**src/rtl/router_pkg.sv**
```systemverilog
// Shared types and constants for the 1x3 router input-side control.
package router_pkg;

    typedef enum logic [3:0] {
        DECODE_ADDRESS     = 4'd0,
        LOAD_FIRST_DATA    = 4'd1,
        LOAD_DATA          = 4'd2,
        FIFO_FULL_STATE    = 4'd3,
        LOAD_AFTER_FULL    = 4'd4,
        LOAD_PARITY        = 4'd5,
        CHECK_PARITY_ERROR = 4'd6,
        WAIT_TILL_EMPTY    = 4'd7,
        DROP_PACKET        = 4'd8
    } state_e;

    localparam logic [1:0] ADDR_INVALID = 2'd3;
    localparam int         NUM_PORTS    = 3;

endpackage

```
**src/rtl/router_fsm.sv**
```systemverilog
// Router input-side sequencer: header decode, load/stall/parity phases and
// FIFO write enable, all as registered Moore outputs.
module router_fsm
    import router_pkg::*;
(
    input  logic       clk,
    input  logic       rstn,
    input  logic       pkt_valid,
    input  logic [1:0] data_in,
    input  logic       fifo_full,
    input  logic       fifo_empty_0,
    input  logic       fifo_empty_1,
    input  logic       fifo_empty_2,
    input  logic       soft_reset_0,
    input  logic       soft_reset_1,
    input  logic       soft_reset_2,
    input  logic       parity_done,
    input  logic       low_pkt_valid,
    output logic       detect_add,
    output logic       lfd_state,
    output logic       ld_state,
    output logic       full_state,
    output logic       laf_state,
    output logic       rst_int_reg,
    output logic       write_enb_reg,
    output logic       busy,
    output logic [1:0] addr_q
);

    state_e state, state_nxt;
    logic   empty_sel, soft_sel, empty_hdr, hdr_ok;

    // Address 3 is never a real port, so it selects nothing.
    function automatic logic pick_port(input logic [NUM_PORTS-1:0] v, input logic [1:0] idx);
        case (idx)
            2'd0:    pick_port = v[0];
            2'd1:    pick_port = v[1];
            2'd2:    pick_port = v[2];
            default: pick_port = 1'b0;
        endcase
    endfunction

    assign empty_sel = pick_port({fifo_empty_2, fifo_empty_1, fifo_empty_0}, addr_q);
    assign soft_sel  = pick_port({soft_reset_2, soft_reset_1, soft_reset_0}, addr_q);
    assign empty_hdr = pick_port({fifo_empty_2, fifo_empty_1, fifo_empty_0}, data_in);
    assign hdr_ok    = (state == DECODE_ADDRESS) && pkt_valid && (data_in != ADDR_INVALID);

    always_ff @(posedge clk) begin
        if (!rstn) begin
            state  <= DECODE_ADDRESS;
            addr_q <= 2'd0;
        end else begin
            state <= state_nxt;
            if (hdr_ok)
                addr_q <= data_in;
        end
    end

    always_comb begin
        state_nxt = DECODE_ADDRESS;
        case (state)
            DECODE_ADDRESS: begin
                state_nxt = DECODE_ADDRESS;
                if (pkt_valid) begin
                    if (data_in == ADDR_INVALID)
                        state_nxt = DROP_PACKET;
                    else if (empty_hdr)
                        state_nxt = LOAD_FIRST_DATA;
                    else
                        state_nxt = WAIT_TILL_EMPTY;
                end
            end
            WAIT_TILL_EMPTY:    state_nxt = empty_sel ? LOAD_FIRST_DATA : WAIT_TILL_EMPTY;
            LOAD_FIRST_DATA:    state_nxt = LOAD_DATA;
            LOAD_DATA: begin
                if (fifo_full)
                    state_nxt = FIFO_FULL_STATE;
                else if (!pkt_valid)
                    state_nxt = LOAD_PARITY;
                else
                    state_nxt = LOAD_DATA;
            end
            FIFO_FULL_STATE:    state_nxt = fifo_full ? FIFO_FULL_STATE : LOAD_AFTER_FULL;
            LOAD_AFTER_FULL: begin
                if (parity_done)
                    state_nxt = DECODE_ADDRESS;
                else if (low_pkt_valid)
                    state_nxt = LOAD_PARITY;
                else
                    state_nxt = LOAD_DATA;
            end
            LOAD_PARITY:        state_nxt = CHECK_PARITY_ERROR;
            CHECK_PARITY_ERROR: state_nxt = fifo_full ? FIFO_FULL_STATE : DECODE_ADDRESS;
            DROP_PACKET:        state_nxt = pkt_valid ? DROP_PACKET : DECODE_ADDRESS;
            default:            state_nxt = DECODE_ADDRESS;
        endcase
        // A timeout on the selected FIFO abandons the packet mid-flight.
        if (soft_sel && state != DECODE_ADDRESS && state != DROP_PACKET)
            state_nxt = DECODE_ADDRESS;
    end

    always_comb begin
        detect_add    = (state == DECODE_ADDRESS);
        lfd_state     = (state == LOAD_FIRST_DATA);
        ld_state      = (state == LOAD_DATA);
        full_state    = (state == FIFO_FULL_STATE);
        laf_state     = (state == LOAD_AFTER_FULL);
        rst_int_reg   = (state == CHECK_PARITY_ERROR);
        write_enb_reg = (state == LOAD_DATA) || (state == LOAD_PARITY) || (state == LOAD_AFTER_FULL);
        busy          = !((state == DECODE_ADDRESS) || (state == LOAD_DATA) || (state == DROP_PACKET));
    end

endmodule

```
**config.mk**
```make
export PLATFORM = sky130hd
export DESIGN_NAME = router_fsm
export DESIGN_NICKNAME = d
export VERILOG_FILES = /design/src/rtl/router_pkg.sv /design/src/rtl/router_fsm.sv
export SDC_FILE = /design/constraint.sdc
export NUM_CORES = 1
export LEC_CHECK = 0
export CORE_AREA = 3 3 43 45
export DETAILED_ROUTE_END_ITERATION = 10
export DIE_AREA = 0 0 46 48
export GPL_TIMING_DRIVEN = 0
export PLACE_DENSITY = 0.69
export SYNTH_ARGS = -nofsm -noshare
export SYNTH_HDL_FRONTEND = slang
export SYNTH_SLANG_ARGS = --single-unit
export TNS_END_PERCENT = 5
```
**constraint.sdc**
```tcl
create_clock -name clk -period 1.3 [get_ports clk]
set_input_delay 0.26 -clock clk [delete_from_list [all_inputs] [get_ports clk]]
set_output_delay 0.26 -clock clk [all_outputs]
set_load 0.005 [all_outputs]
```
==> impl_metrics.toml <==
[status]
outcome = "finished with violations"
violations = "negative setup slack"

[power_and_ir_drop]
leakagePower_nw = 0.3892
switching_share_pct = 38.35
p_sw_w = 0.0004991
p_int_w = 0.0008025
seq_power_share_pct = 22.1
ir_drop_mv = 0.5909
pwr-share-clk_pct = 12.7
power_frac_comb_pct = 65.2
power-per-cell-area_mw_per_mm2 = 1431

[floorplanning]
dieHeight_um = 48
initial_utilization_pct = 33.64
rows = 14
io_pins = 24
dieArea_mm2 = 0.002208
die_w_um = 46
core_area_mm2 = 0.001506

[timing]
hold_viol_final = 0
slew_headroom_pct = 78.83
finalCritPeriodShare_pct = 111.4
worst_slew_pin_slew_ns = 0.3152
fin_ws_ns = -0.1485
finalMaxSlewViolations = 0
fmaxAchievable_mhz = 690.4
grt_setup_unrepaired = "true"
setup_viol = 11
skew_ns = 0.0006069
period_minus_slack_ns = 1.448

[synth]
ys_seq_elements = 6
async_flop_share_pct = 0
syn_area_um2 = 506.7
synth_flop_cell = "dfxtp_1"
synth_cells = 62
yosysSeqAreaShare_pct = 23.70
synth.avg_cell_area_um2 = 8.173
yosysWarningCount = 0
synth_nets = 76
synth_edf_count = 0
yosys.cell_types.count = 30

[clock_network]
cts_num_sinks = 6
clkLatencyLatePin_ns = 0.24
ctsHoldBuffers = 0
cts_inserted_buffers = 3
clk_path_buf_depth = 2
tritoncts = "built"
ctsHtreeMaxLevel = 1
cts_root_buffer = "clkbuf_4"
clkSlewWorstSetupHoldPaths_ns = 0.04

[layout]
drive_gt1_share_pct = 43.62
final_common_cell = "clkdlybuf4s50_1"
postLayoutCellArea_um2 = 909.6
nets = 110
area_growth_pct = 79.51
num_antenna_cells = 0
layout_common_cells = "clkdlybuf4s50_1 (9), buf_2 (7), buf_6 (4), mux2i_1 (4), nor2b_1 (4)"
final_util_pct = 60.38

[critical_path]
startpoint_type = "flip-flop"
crit_required_ns = 1.04
path_class = "reg2out"
cp_data_arrival_time_ns = 1.19
end_kind = "output pin"
regToRegSetupSlack_ns = -0.08
crit_path_max_fanout = 3

[worst_hold_path]
hp-class = "in2reg"

[route]
firstDrtPassIters = 4
drc = 0
via_per_inst = 5.527
vias = 608
wl_per_cell_um = 15.92
wl_mm = 1.751
drt_iter0_drc = 23
antenna_left = 0

[global_routing]
grt_max_degree = 11
grt_pass1_wl_mm = 2.484
grt_pass1_vias = 565
grt_overflow = 0
antenna_found_initial = 0
track_usage_pct = 15.56

[place]
post-place-ws_ns = -0.5125
globalplace.congestion = 0.7571
port_buffers = 23
placed_cell_area_um2 = 758.2
hpwl_mm = 1.097

[flow_run]
maxCapViolations = 0
[power by group through the flow]
stage | Sequential (W) | Clock, W | Combinational, W
after floorplan | 0.000260 | 0 | 0.000379
after global placement | 0.000265 | 0 | 0.000654
after detailed placement | 0.000267 | 0 | 0.000659
after CTS | 0.000280 | 0.000167 | 0.000742
after global routing | 0.000295 | 0.000184 | 0.000909
final | 0.000288 | 0.000165 | 0.000849
[sequential cells by signal, indices dropped and copies added, names as in the netlist]
signal / cells
state: 4
addr_q: 2
[critical path, stage by stage, from the launching register on]
cell and delay [ns]:
dfxtp_4 0.34, buf_6 0.12, nor4_4 0.32, buf_2 0.17
[per-stage QoR]
step           instances  hold slack, ns  total power (W)  TNS (ns)
2_1_floorplan         62          0.3859        0.0006384         0
3_3_place_gp         101          0.5691        0.0009190    -3.385
3_5_place_dp         101          0.5607        0.0009256    -3.443
4_1_cts              109          0.4666         0.001189    -1.087
5_1_grt              110          0.3466         0.001388    -1.709
6_report             110          0.3408         0.001302    -1.017
[layer usage]
| metal | wire [µm] | track usage (%) | vias up |
|---|---|---|---|
| met5 | 0 | 0 | - |
| met4 | 0 | 4.545 | 0 |
| met3 | 90 | 3.383 | 0 |
| met2 | 854 | 25.00 | 22 |
| met1 | 806 | 20.80 | 286 |
| li1 | - | - | 300 |
[repair_timing]
item,CTS,global route
pin swaps,6,5
endpoints found under the setup margin,13,13
cloned,0,0
resized for setup,56,15
setup buffers,5,1
[cells in the mapped netlist, types with 2 or more instances]
cell type | n | area, µm²
a211o_1 | 2 | 17.52
nand2_1 | 3 | 11.26
nor3_1 | 5 | 25.02
nor2_1 | 5 | 18.77
mux2i_1 | 4 | 40.04
buf_2 | 2 | 10.01
nand2b_1 | 4 | 25.02
o21ai_0 | 2 | 10.01
a31oi_1 | 2 | 12.51
nor2b_1 | 4 | 25.02
nand3b_1 | 3 | 22.52
dfxtp_1 | 6 | 120.1
o31ai_1 | 2 | 15.01
a21oi_1 | 2 | 10.01
[worst paths after layout]
kind / cells after the start / startpoint / endpoint
setup / recovery: 3 / state[2] / detect_add
setup reg to reg: 5 / state[2] / state[2]
hold reg to reg: 2 / addr_q[0] / addr_q[0]
hold / removal: 3 / pkt_valid / state[3]
[cells by family after synthesis]
group           count (synthesis)  synth area share, %
simple gates                   30                37.04
compound gates                 15                20.49
flops                           6                23.70
mux                             6                12.35
buf+inv                         5                6.420
[final cells by class]
type,instances,area [µm²]
multi-input cells,51,430.4
flip-flops and latches,6,133.9
inverters,1,3.754
clock buffers,3,22.52
well taps,16,20.02
repair buffers,29,254.0
plain buffers,4,45.04
fillers,124,596.8
(Power assumes the default switching activity.)
